`src/rtl/game_state_controller.sv`:
```
`default_nettype none
// ============================================================================
// Module      : game_state_controller
// Description : Top-level game sequencer. It selects the game screen (title,
//               playing, level clear, game won, game over) and tracks lives,
//               the current level and the post-hit invulnerability window.
//               It also issues a one-cycle levelRestart pulse for each new
//               level.
// Revision    : 1.0 - initial release
// ============================================================================
module game_state_controller #(
    parameter int LIVES               = 3,
    parameter int MAX_LEVEL           = 3,
    parameter int SCREEN_HOLD_FRAMES  = 120,
    parameter int HIT_COOLDOWN_FRAMES = 60
) (
    input  logic       clk,
    input  logic       reset,
    input  logic       startOfFrame,
    input  logic       startKey,
    input  logic       won,
    input  logic       playerHit,
    input  logic       aliensLanded,
    output logic       levelRestart,
    output logic       titleScreen,
    output logic       gameActive,
    output logic       levelClear,
    output logic       gameWon,
    output logic       gameOver,
    output logic [2:0] livesLeft,
    output logic [2:0] level,
    output logic       invulnerable
);

    localparam int c_COOL_W = $clog2(HIT_COOLDOWN_FRAMES + 1);
    localparam int c_HOLD_W = $clog2(SCREEN_HOLD_FRAMES + 1);

    localparam logic [2:0]          c_LIVES     = 3'(LIVES);
    localparam logic [2:0]          c_MAX_LEVEL = 3'(MAX_LEVEL);
    localparam logic [c_COOL_W-1:0] c_COOL_LOAD = c_COOL_W'(HIT_COOLDOWN_FRAMES);
    localparam logic [c_COOL_W-1:0] c_COOL_ONE  = c_COOL_W'(1);
    localparam logic [c_HOLD_W-1:0] c_HOLD_LOAD = c_HOLD_W'(SCREEN_HOLD_FRAMES - 1);
    localparam logic [c_HOLD_W-1:0] c_HOLD_ONE  = c_HOLD_W'(1);

    localparam logic [2:0] c_ST_TITLE       = 3'd0;
    localparam logic [2:0] c_ST_PLAYING     = 3'd1;
    localparam logic [2:0] c_ST_LEVEL_CLEAR = 3'd2;
    localparam logic [2:0] c_ST_GAME_WON    = 3'd3;
    localparam logic [2:0] c_ST_GAME_OVER   = 3'd4;

    logic [2:0]          r_state;
    logic [2:0]          r_lives;
    logic [2:0]          r_level;
    logic [c_COOL_W-1:0] r_cool;
    logic [c_HOLD_W-1:0] r_hold;
    logic                r_holdExpired;
    logic                r_levelRestart;
    logic                r_startKeyD;
    logic                w_startPress;

    // Delayed copy of the start key for rising-edge detection.
    always_ff @(posedge clk or posedge reset) begin
        if (reset) begin
            r_startKeyD <= 1'b0;
        end else begin
            r_startKeyD <= startKey;
        end
    end

    assign w_startPress = startKey & ~r_startKeyD;

    // Game sequencer: screen state, lives, level, cooldown and screen hold.
    // Entering a hold screen always reloads the hold counter and clears the
    // cooldown, which takes precedence over any coincident frame decrement.
    always_ff @(posedge clk or posedge reset) begin
        if (reset) begin
            r_state        <= c_ST_TITLE;
            r_lives        <= c_LIVES;
            r_level        <= 3'd1;
            r_cool         <= '0;
            r_hold         <= '0;
            r_holdExpired  <= 1'b0;
            r_levelRestart <= 1'b0;
        end else begin
            r_levelRestart <= 1'b0;
            case (r_state)
                c_ST_TITLE: begin
                    if (w_startPress) begin
                        r_state        <= c_ST_PLAYING;
                        r_lives        <= c_LIVES;
                        r_level        <= 3'd1;
                        r_cool         <= '0;
                        r_levelRestart <= 1'b1;
                    end
                end

                c_ST_PLAYING: begin
                    if (aliensLanded) begin
                        r_state       <= c_ST_GAME_OVER;
                        r_hold        <= c_HOLD_LOAD;
                        r_holdExpired <= 1'b0;
                        r_cool        <= '0;
                    end else if (won) begin
                        r_state       <= (r_level >= c_MAX_LEVEL) ? c_ST_GAME_WON
                                                                  : c_ST_LEVEL_CLEAR;
                        r_hold        <= c_HOLD_LOAD;
                        r_holdExpired <= 1'b0;
                        r_cool        <= '0;
                    end else if (playerHit && (r_cool == '0)) begin
                        if (r_lives <= 3'd1) begin
                            r_lives       <= 3'd0;
                            r_state       <= c_ST_GAME_OVER;
                            r_hold        <= c_HOLD_LOAD;
                            r_holdExpired <= 1'b0;
                            r_cool        <= '0;
                        end else begin
                            r_lives <= r_lives - 3'd1;
                            r_cool  <= c_COOL_LOAD;
                        end
                    end else if (startOfFrame && (r_cool != '0)) begin
                        r_cool <= r_cool - c_COOL_ONE;
                    end
                end

                c_ST_LEVEL_CLEAR: begin
                    if (startOfFrame) begin
                        if (r_hold == '0) begin
                            r_state        <= c_ST_PLAYING;
                            r_levelRestart <= 1'b1;
                            if (r_level < c_MAX_LEVEL) begin
                                r_level <= r_level + 3'd1;
                            end
                        end else begin
                            r_hold <= r_hold - c_HOLD_ONE;
                        end
                    end
                end

                c_ST_GAME_WON, c_ST_GAME_OVER: begin
                    if (r_holdExpired && w_startPress) begin
                        r_state <= c_ST_TITLE;
                    end else if (startOfFrame) begin
                        if (r_hold == '0) begin
                            r_holdExpired <= 1'b1;
                        end else begin
                            r_hold <= r_hold - c_HOLD_ONE;
                        end
                    end
                end

                default: begin
                    r_state <= c_ST_TITLE;
                end
            endcase
        end
    end

    assign levelRestart = r_levelRestart;
    assign titleScreen  = (r_state == c_ST_TITLE);
    assign gameActive   = (r_state == c_ST_PLAYING);
    assign levelClear   = (r_state == c_ST_LEVEL_CLEAR);
    assign gameWon      = (r_state == c_ST_GAME_WON);
    assign gameOver     = (r_state == c_ST_GAME_OVER);
    assign livesLeft    = r_lives;
    assign level        = r_level;
    assign invulnerable = (r_cool != '0);

endmodule
`default_nettype wire

```
`config.mk`:
```
export PLATFORM = sky130hd
export DESIGN_NAME = game_state_controller
export DESIGN_NICKNAME = d
export VERILOG_FILES = /design/src/rtl/game_state_controller.sv
export SDC_FILE = /design/constraint.sdc
export NUM_CORES = 1
export LEC_CHECK = 0
export ABC_CLOCK_PERIOD_IN_PS = 4900
export CORE_ASPECT_RATIO = 0.9
export CORE_MARGIN = 2
export CORE_UTILIZATION = 35
export CTS_CLUSTER_DIAMETER = 60
export DETAILED_ROUTE_END_ITERATION = 6
export DONT_BUFFER_PORTS = 1
export PLACE_DENSITY_LB_ADDON = 0.05
export SETUP_SLACK_MARGIN = 0.1
export SLEW_MARGIN = 20
export SYNTH_ARGS = -nofsm -noshare
export SYNTH_HDL_FRONTEND = slang
export SYNTH_SLANG_ARGS = --single-unit
```
`constraint.sdc`:
```
create_clock -name clk -period 4.9 [get_ports clk]
set_input_delay 0.98 -clock clk [delete_from_list [all_inputs] [get_ports clk]]
set_output_delay 0.98 -clock clk [all_outputs]
set_load 0.005 [all_outputs]
```
==> results.py <==
metrics = {
    "cells_and_area": {
        "multi_input_comb_area_um2": 921,
        "antenna-diode-count": 0,
        "seq_area_um2": 629,
        "number_of_filler_cells_placed_in_the_layout": 483,
        "layout.nets": 195,
        "areaGrowthSynthToFinish_pct": 5.70,
        "layout-drive-gt1-share_pct": 11.2,
        "final_design_area_no_fill_um2": 1740,
    },
    "clock_network": {
        "cts.hold.buffers_added": 0,
        "htreeDepth": 1,
        "clock-root-buffer": "sky130_fd_sc_hd__clkbuf_8",
        "clk_transition_reported_paths_ps": 90,
        "clock_insertion_delay_worst_skew_ps": 270,
        "cts.repair_timing.setup_buffer_count": 0,
        "cts_made_buffers": 3,
        "clock_sink_count": 25,
        "tritoncts_clock_tree": "yes",
        "cts-resized-gates": 0,
        "clock_tree_buffer_depth": 2,
    },
    "sta": {
        "min_period_ps": 2600,
        "slew_headroom_pct": 35.3,
        "finalWorstSetupSlack_ps": 2300,
        "fmaxAchievable_ghz": 0.385,
        "final-hold-violation-count": 0,
        "timing.final.crit_share_pct": 53.1,
        "grt_setup_unrepaired": "false",
        "setup-violations-final": 0,
        "drv_slew": 0,
        "worst-slew-pin-transition_ps": 970,
        "timing.setup.tns_ps": 0,
        "final.setup_skew_ps": 4.13,
    },
    "power_and_ir_drop": {
        "intPower_mw": 0.483,
        "power_leakage_nw": 0.745,
        "power_switching_mw": 0.364,
        "powerDensity_nw_per_um2": 487,
        "power_switching_share_pct": 43.0,
        "power.share.clock_pct": 14.8,
        "power_frac_seq_pct": 40.4,
        "peakVddDrop_v": 0.000205,
        "comb_power_share_pct": 44.8,
    },
    "floorplan": {
        "die_width_um": 76.3,
        "floorplan.core_area_um2": 4490,
        "row_count": 23,
        "floorplan.die_area_um2": 5270,
        "die_h_um": 69.1,
        "num_io_pins": 20,
        "floorplan.initialDensity_pct": 36.7,
    },
    "placement": {
        "routability_congestion_estimate_from_global_placement": 0.810,
        "placed_cell_area_um2": 1700,
        "detailed_place_hpwl_mm": 2.71,
        "worst_case_setup_slack_after_placement_ps": 2330,
        "number_of_i_o_port_buffers": 0,
    },
    "routing": {
        "routed-wl-met2_mm": 1.63,
        "met3_wirelength_um": 155,
        "met1Wirelength_mm": 1.76,
        "ant_nets": 0,
        "detail_route.vias_per_cell": 5.32,
        "detailroute.via_count": 1282,
        "routed_wire_length_per_instance_um": 14.8,
        "drt_pass1_iterations": 4,
        "drt_drc_violations_left": 0,
        "detailedRoute.firstIterationViolations": 69,
        "highest_layer": "met4",
        "finalWirelength_mm": 3.56,
    },
    "setup_path": {
        "reg2reg_to": "level[0]",
        "worst_ep_arrival_time_ps": 1620,
        "timing.reg2reg.setup_slack_ps": 2400,
        "worst_r2r_startpoint": "r_hold[0]",
        "worst-path-max-fanout": 12,
        "reg2reg_depth": 7,
        "timing.critical_path.from_type": "flip-flop",
        "setup.worst_path.class": "reg2out",
        "worst_setup_path_end_kind": "output port",
        "critPathRequiredTime_ps": 3920,
    },
    "min_path": {
        "hold_end": "r_hold[5]",
        "hp-start": "r_hold[5]",
        "hold_class": "reg2reg",
        "timing.hold.worst_path_depth": 1,
    },
    "global_routing": {
        "grt.overflow.total": 0,
        "via_count_of_the_first_global_routing_pass": 1312,
        "grt_first_pass_wirelength_mm": 6.20,
        "grt_use_total_pct": 14.4,
        "grt_start_max_net_pins": 26,
        "number_of_antenna_violations_at_the_first_check_in_global_routing": 0,
    },
    "yosys": {
        "syn-cell-area_um2": 1650,
        "yosys_warnings": 0,
        "synth_top_flop_cell": "sky130_fd_sc_hd__dfrtp_1",
        "synth_seq_cells": 25,
        "synth_seq_area_share_pct": 38.2,
        "synth.area.top_cells": "sky130_fd_sc_hd__dfrtp_1 (33%), sky130_fd_sc_hd__ha_1 (6.1%), sky130_fd_sc_hd__dfstp_2 (4.8%)",
        "synth_top_cell_by_area": "sky130_fd_sc_hd__dfrtp_1",
        "syn_inst": 180,
        "synth_fp_nets": 195,
        "synth_cell_types": 51,
        "number_of_synthesized_flops_with_an_enable_pin": 0,
        "synth_top_area_share_pct": 33.4,
        "synth.avg_cell_area_um2": 9.15,
        "postSynth.asyncResetShare_pct": 100,
    },
    "flow_run": {
        "cap_viol_max_count": 0,
    },
    "run_status": {
        "status": "finished, final reports clean",
    },
}
==> cell usage in the layout, fill, tap and decap left out, types with 3 or more instances in the layout <==
cell                       instances
sky130_fd_sc_hd__o22a_1            5
sky130_fd_sc_hd__o21ai_0           7
sky130_fd_sc_hd__ha_1              8
sky130_fd_sc_hd__dfrtp_1          22
sky130_fd_sc_hd__mux2i_1           4
sky130_fd_sc_hd__inv_1            18
sky130_fd_sc_hd__nor3_1            9
sky130_fd_sc_hd__a31oi_1           4
sky130_fd_sc_hd__a21oi_1          15
sky130_fd_sc_hd__nor2_1           14
sky130_fd_sc_hd__clkbuf_8          3
sky130_fd_sc_hd__dfstp_2           3
sky130_fd_sc_hd__nor2b_1           4
sky130_fd_sc_hd__nand2_1          14
==> cell families after synthesis <==
logic type / share of synthesized area, %
adder cells (fa/ha/maj): 6.08
AO/OA/AOI/OAI: 23.1
multiplexers: 3.12
buffers and inverters: 5.85
AND/OR/NAND/NOR: 23.6
flip-flops: 38.2
==> worst max-delay path by stage <==
stage	end	cells past startpoint	start	slack [ps]
finish	gameActive	2	r_state[0]	2300
global route	level[0]	7	r_hold[0]	2210
CTS	gameActive	2	r_state[0]	2280
detailed placement	r_state[0]	5	playerHit	2330
global placement	r_state[0]	5	playerHit	2380
floorplan	r_state[0]	4	playerHit	2440
==> cells in the mapped netlist, drive strengths merged (2+ instances only) <==
master and n:
a21o 2, nor3 10, a41oi 2, o221ai 2, a21oi 15, ha 8
o21ba 2, nand3b 2, buf 3, nand2 14, dfstp 3, nor4 2
nor2b 4, inv 18, nand3 2, a22o 2, a31oi 4, mux2i 4
o21ai 7, nor3b 2, o22a 6, dfrtp 22, or3 3, a31o 2
nor2 14, clkbuf 2, o31ai 2, or2 3, or3b 2
==> registers in the layout, indices dropped and copies added (netlist names) <==
name           cells
levelRestart       1
r_cool             6
livesLeft          3
r_startKeyD        1
r_hold             7
level              3
r_state            3
r_holdExpired      1
==> cell type report <==
| cell class | instances | area share [%] |
|---|---|---|
| Tap cell | 62 | 4.46 |
| Sequential cell | 25 | 36.2 |
| Multi-Input combinational cell | 132 | 52.9 |
| Inverter | 18 | 3.88 |
| Clock buffer | 4 | 2.59 |
==> routing by layer <==
| layer | GRT usage (%) | vias up |
|---|---|---|
| met5 | 0 | - |
| met4 | 1.82 | 0 |
| met3 | 3.93 | 2 |
| met2 | 24.5 | 17 |
| met1 | 18.8 | 608 |
| li1 | - | 655 |
==> power groups by stage <==
| stage | Clock (mW) | Combinational (mW) | Sequential (mW) |
|---|---|---|---|
| floorplan | 0 | 0.349 | 0.306 |
| global placement | 0 | 0.375 | 0.345 |
| detailed placement | 0 | 0.382 | 0.345 |
| CTS | 0.132 | 0.384 | 0.342 |
| global route | 0.138 | 0.437 | 0.354 |
| finish | 0.125 | 0.380 | 0.342 |
==> stage by stage <==
stage	total power [mW]	util [%]	hold WS, ps	cells
2_1_floorplan	0.655	-	482	180
3_3_place_gp	0.720	37.8	520	237
3_5_place_dp	0.727	37.8	523	237
4_1_cts	0.858	38.8	539	241
5_1_grt	0.930	38.8	576	241
6_report	0.848	38.8	537	241
==> worst max-delay path, stage by stage, from the launching register on <==
cell and delay, ps:
sky130_fd_sc_hd__dfrtp_1 600, sky130_fd_sc_hd__or3b_1 560, sky130_fd_sc_hd__inv_1 180
No activity file was read; power rests on OpenSTA's default activity.
